[src/rtl/slc3_io_responder.sv]
// SLC-3 memory-mapped I/O responder: switch reads, hex/LED register writes,
// fixed-latency ready handshake and debounced Continue push-button pulse.
// Optional build macro IO_READBACK_EN: reads of IO_LED_ADDR return the LED
// register instead of zero.
module slc3_io_responder #(
    parameter logic [15:0] IO_SW_ADDR      = 16'hFFFF,
    parameter logic [15:0] IO_LED_ADDR     = 16'hFFFE,
    parameter int unsigned WAIT_CYCLES     = 2,
    parameter int unsigned DEBOUNCE_CYCLES = 16
) (
    input  logic        Clk,
    input  logic        Reset,
    input  logic [15:0] ADDR,
    input  logic [15:0] Data_from_CPU,
    output logic [15:0] Data_to_CPU,
    input  logic        MEM_OE,
    input  logic        MEM_WE,
    output logic        R,
    input  logic [9:0]  SW,
    input  logic        Continue,
    output logic        Cont_pulse,
    output logic [9:0]  LED,
    output logic [6:0]  HEX0,
    output logic [6:0]  HEX1,
    output logic [6:0]  HEX2,
    output logic [6:0]  HEX3
);

    localparam int unsigned WCW = 4;
    localparam int unsigned DCW = $clog2(DEBOUNCE_CYCLES + 1);

    typedef enum logic [1:0] {
        IDLE,
        ACCESS,
        DONE,
        HOLD
    } state_t;

    state_t          state_q;
    logic            write_q;
    logic [15:0]     addr_q;
    logic [15:0]     wdata_q;
    logic [WCW-1:0]  wcnt_q;
    logic            r_q;
    logic [15:0]     rdata_q;
    logic [15:0]     hex_q;
    logic [9:0]      led_q;

    logic [9:0]      sw_meta_q;
    logic [9:0]      sw_sync_q;

    logic            cont_meta_q;
    logic            cont_sync_q;
    logic            cont_level_q;
    logic [DCW-1:0]  db_cnt_q;
    logic            cont_pulse_q;

    logic            sel_c;
    logic            req_c;
    logic [15:0]     rd_value_c;

    // Address decode and request detect for the I/O page.
    always_comb begin
        sel_c = (ADDR == IO_SW_ADDR) | (ADDR == IO_LED_ADDR);
        req_c = sel_c & (~MEM_OE | ~MEM_WE);
    end

    // Read data selection for the latched address; switches unless the LED address.
    always_comb begin
        rd_value_c = {6'b0, sw_sync_q};
        if (addr_q == IO_LED_ADDR) begin
`ifdef IO_READBACK_EN
            rd_value_c = {6'b0, led_q};
`else
            rd_value_c = 16'h0000;
`endif
        end
    end

    // Switch synchronizer (two flops) ahead of the read path.
    always_ff @(posedge Clk) begin
        if (Reset) begin
            sw_meta_q <= '0;
            sw_sync_q <= '0;
        end else begin
            sw_meta_q <= SW;
            sw_sync_q <= sw_meta_q;
        end
    end

    // Bus transaction FSM with registered ready, read data and output registers.
    always_ff @(posedge Clk) begin
        if (Reset) begin
            state_q <= IDLE;
            write_q <= 1'b0;
            addr_q  <= '0;
            wdata_q <= '0;
            wcnt_q  <= '0;
            r_q     <= 1'b0;
            rdata_q <= '0;
            hex_q   <= '0;
            led_q   <= '0;
        end else begin
            r_q <= 1'b0;
            case (state_q)
                IDLE: begin
                    if (req_c) begin
                        // Write wins when both strobes are low.
                        write_q <= ~MEM_WE;
                        addr_q  <= ADDR;
                        wdata_q <= Data_from_CPU;
                        wcnt_q  <= WCW'(WAIT_CYCLES - 1);
                        state_q <= ACCESS;
                    end
                end
                ACCESS: begin
                    if (wcnt_q == '0) begin
                        state_q <= DONE;
                    end else begin
                        wcnt_q <= wcnt_q - WCW'(1);
                    end
                end
                DONE: begin
                    r_q <= 1'b1;
                    if (write_q) begin
                        if (addr_q == IO_SW_ADDR) begin
                            hex_q <= wdata_q;
                        end else if (addr_q == IO_LED_ADDR) begin
                            led_q <= wdata_q[9:0];
                        end
                    end else begin
                        rdata_q <= rd_value_c;
                    end
                    state_q <= HOLD;
                end
                HOLD: begin
                    // Wait for the CPU to drop both strobes before rearming.
                    if (MEM_OE && MEM_WE) begin
                        state_q <= IDLE;
                    end
                end
                default: begin
                    state_q <= IDLE;
                end
            endcase
        end
    end

    // Continue synchronizer, debouncer and press-edge pulse generator.
    always_ff @(posedge Clk) begin
        if (Reset) begin
            cont_meta_q  <= 1'b1;
            cont_sync_q  <= 1'b1;
            cont_level_q <= 1'b1;
            db_cnt_q     <= '0;
            cont_pulse_q <= 1'b0;
        end else begin
            cont_meta_q  <= Continue;
            cont_sync_q  <= cont_meta_q;
            cont_pulse_q <= 1'b0;
            if (cont_sync_q != cont_level_q) begin
                if (db_cnt_q == DCW'(DEBOUNCE_CYCLES - 1)) begin
                    cont_level_q <= cont_sync_q;
                    db_cnt_q     <= '0;
                    // Pulse only on the released-to-pressed transition.
                    cont_pulse_q <= cont_level_q;
                end else begin
                    db_cnt_q <= db_cnt_q + DCW'(1);
                end
            end else begin
                db_cnt_q <= '0;
            end
        end
    end

    // Active-low seven-segment decode of one nibble.
    function automatic logic [6:0] seg7(input logic [3:0] n);
        logic [6:0] s;
        case (n)
            4'h0: s = 7'b1000000;
            4'h1: s = 7'b1111001;
            4'h2: s = 7'b0100100;
            4'h3: s = 7'b0110000;
            4'h4: s = 7'b0011001;
            4'h5: s = 7'b0010010;
            4'h6: s = 7'b0000010;
            4'h7: s = 7'b1111000;
            4'h8: s = 7'b0000000;
            4'h9: s = 7'b0010000;
            4'hA: s = 7'b0001000;
            4'hB: s = 7'b0000011;
            4'hC: s = 7'b1000110;
            4'hD: s = 7'b0100001;
            4'hE: s = 7'b0000110;
            default: s = 7'b0001110;
        endcase
        return s;
    endfunction

    assign HEX0        = seg7(hex_q[3:0]);
    assign HEX1        = seg7(hex_q[7:4]);
    assign HEX2        = seg7(hex_q[11:8]);
    assign HEX3        = seg7(hex_q[15:12]);
    assign Data_to_CPU = rdata_q;
    assign R           = r_q;
    assign LED         = led_q;
    assign Cont_pulse  = cont_pulse_q;

endmodule
[config.mk]
export PLATFORM = sky130hd
export DESIGN_NAME = slc3_io_responder
export DESIGN_NICKNAME = d
export VERILOG_FILES = /design/src/rtl/slc3_io_responder.sv
export SDC_FILE = /design/constraint.sdc
export NUM_CORES = 1
export LEC_CHECK = 0
export CAP_MARGIN = 20
export CORE_MARGIN = 3
export CORE_UTILIZATION = 52
export CTS_CLUSTER_DIAMETER = 80
export DETAILED_ROUTE_END_ITERATION = 7
export PLACE_DENSITY_LB_ADDON = 0.1
export SKIP_LAST_GASP = 1
export SLEW_MARGIN = 20
export SYNTH_ARGS = -nofsm -noshare
export SYNTH_HDL_FRONTEND = slang
export SYNTH_SLANG_ARGS = --single-unit
[constraint.sdc]
create_clock -name Clk -period 3.5 [get_ports Clk]
set_input_delay 0.35 -clock Clk [delete_from_list [all_inputs] [get_ports Clk]]
set_output_delay 0.35 -clock Clk [all_outputs]
set_load 0.05 [all_outputs]
==> flow_metrics.tcl <==
set metrics [dict create \
    hpwl_um 9350 \
    synth_edf_count 0 \
    fillers 852 \
    status "finished, final reports clean" \
    switchingPower_w 0.000810 \
    diodes 0 \
    nets 798 \
    hp-class "in2reg" \
    io_buffers 96 \
    die_height_um 111 \
    drt_pre_antenna_iters 5 \
    clock_latency_ns 0.52 \
    via_per_inst 5.56 \
    path_clk_slew_ns 0.06 \
    p_int_w 0.00277 \
    wire_per_inst_um 15.4 \
    p_clk_share_pct 50.0 \
    cts_tree "done" \
    cp_max_fo 22 \
    slew_violations 0 \
    crit_required_ns 3.94 \
    num_vias 4830 \
    antenna_found_initial 0 \
    slowest_delay_ns 0.78 \
    fin_util_pct 70.0 \
    fmax_mhz 324 \
    syn-cell-area_mm2 0.00573 \
    yosysSeqAreaShare_pct 46.5 \
    synthCells 629 \
    power_per_cell_area_mw_per_mm2 486 \
    synth_ff_type "dfxtp_1" \
    use_met2_pct 38.4 \
    critPathBufInv 1 \
    layout_worst_path_cycle_share_pct 88.2 \
    fin_crit_ns 3.09 \
    rsz0062_at_grt "no" \
    worst-endpoint-arrival_ns 3.53 \
    fin_skew_ns 0.00865 \
    final-setup-viol-count 0 \
    cp-end-kind "flop" \
    busiest_layer "met2" \
    p_sw_share_pct 22.7 \
    yosysWarnings 0 \
    drt_wl_total_um 13400 \
    initial_core_util_pct 54.5 \
    combPwrFrac_pct 6.3 \
    grt_pass1_wl_um 22300 \
    design_area_mm2 0.00736 \
    drive_gt1_share_pct 7.91 \
    p_leak_nw 2.89 \
    cts_hold_buf 0 \
    rows 37 \
    cp-start-kind "flop" \
    syn_avg_cell_area_um2 9.11 \
    worst_path_max_delay_cell "or4_1" \
    root_buffer "clkbuf_8" \
    gp_congestion 0.865 \
    met1_usage_pct 25.2 \
    path_cells "nand4_1 -> or4_1 -> nor2_8 -> nand2_1 -> a21oi_1 -> inv_1 -> ha_1 -> mux2_2 -> o22ai_1" \
    critPathTopFamily "simple AND/OR/NAND/NOR gates" \
    relSlewSlack_pct 34.4 \
    final_cell_mix "dfxtp_1 (133), clkdlybuf4s50_1 (95), a21oi_1 (54)" \
    tightest_slew_ns 0.984 \
    h-tree-depth 4 \
    numClockSinks 133 \
    ctsLongestPathBuffers 2 \
    power_frac_seq_pct 43.8 \
    io_pins 103 \
    place_area_mm2 0.00675 \
    overflow 0 \
    final_common_cell "dfxtp_1" \
    ys_ff_latch 133 \
    cts_resized 0 \
    grt_max_degree 103 \
    die-width_um 111 \
    core-area_mm2 0.0105 \
    setup-tns-final_ns 0 \
    areaGrowthSynthToFinish_pct 28.4 \
    hold_viol_final 0 \
    drtIter0Drc 302 \
    grt_pass1_vias 4818 \
    path_class "reg2reg" \
    numCtsBuffers 17 \
    detail-route-antenna-nets 0 \
    track_usage_pct 21.9 \
    synthArstFlopShare_pct 0 \
    cts_post_setup_buffers_inserted 0 \
    use_met3_pct 6.22 \
    synth.distinct_cells 59 \
    fp.dieArea_mm2 0.0123 \
    vdd_drop_max_mv 0.493 \
    maxCapViolCount 0 \
    remaining_drc_errors 0 \
]
[worst reg2reg max path: stages (launching register included)]
cell and delay (ns):
dfxtp_1 0.36, nand4_1 0.13, or4_1 0.78, nor2_8 0.39, nand2_1 0.14, a21oi_1 0.32, inv_1 0.16, ha_1 0.33
mux2_2 0.26, o22ai_1 0.15
[final cells by class]
cell class	instances	area [um^2]	share of cell area [%]
timing repair buffer	101	996	13.5
sequential	133	2660	36.2
tap	136	170	2.31
inverter	49	184	2.50
clock inverter	13	170	2.31
multi-input combinational	418	2740	37.3
clock buffer	19	432	5.87
[final timing paths]
kind,start,endpoint,slack (ns),depth (start not counted)
min reg2reg,cont_meta_q,cont_sync_q,0.41,1
min,Reset,wdata_q[11],0.18,2
max,addr_q[14],HEX1[3],0.41,9
max reg2reg,addr_q[14],HEX1[3],0.41,9
[flip-flops by register name, summed over array words and instances, names as in the netlist, 7 cells and up]
register and flops:
LED 10, hex_q 16, Data_to_CPU 10, HEX3 7
addr_q 16, HEX1 7, sw_meta_q 10, wdata_q 16
HEX2 7, sw_sync_q 10, HEX0 7
[cell families after synthesis]
| kind of cell | share of synthesized area [%] |
|---|---|
| XOR/XNOR | 0.764 |
| adder cells (fa/ha/maj) | 6.77 |
| AND/OR/NAND/NOR | 18.8 |
| buffers and inverters | 6.01 |
| AO/OA/AOI/OAI | 14.0 |
| flip-flops | 46.5 |
| other | 0.0655 |
| multiplexers | 7.12 |
[power groups by stage]
stage / registers, W / clock network, W / logic (W)
4_1_cts: 0.00156 / 0.00181 / 0.000224
6_report: 0.00157 / 0.00179 / 0.000224
3_5_place_dp: 0.00160 / 0 / 0.000224
2_1_floorplan: 0.00159 / 0 / 0.000140
3_3_place_gp: 0.00160 / 0 / 0.000213
5_1_grt: 0.00157 / 0.00188 / 0.000247
[Yosys cell counts, drive strengths merged, types with 11 or more instances]
cell	n	area share (%)
buf	11	1.3
clkbuf	23	1.5
nand3	22	1.9
nor2b	22	2.4
dfxtp	133	46
nand2	54	3.6
nor3	13	1.1
ha	31	6.8
inv	48	3.1
nor2	52	3.7
a21oi	54	4.7
mux2i	32	5.9
[per-stage QoR]
stage	hold WS, ns	std cells	total power (W)	setup slack [ns]
CTS	0.164	869	0.00360	0.427
global placement	0.392	837	0.00181	0.634
floorplan	0.389	634	0.00173	0.558
detailed placement	0.393	837	0.00182	0.452
finish	0.179	869	0.00358	0.412
global route	0.176	869	0.00370	0.187
[routing by layer]
layer	wire [um]	up-vias	share of wire, %
li1	-	2366	-
met1	5650	2282	42
met2	6720	157	50
met3	815	25	6.1
met4	242	0	1.8
met5	0	-	0
(Power assumes the default switching activity.)
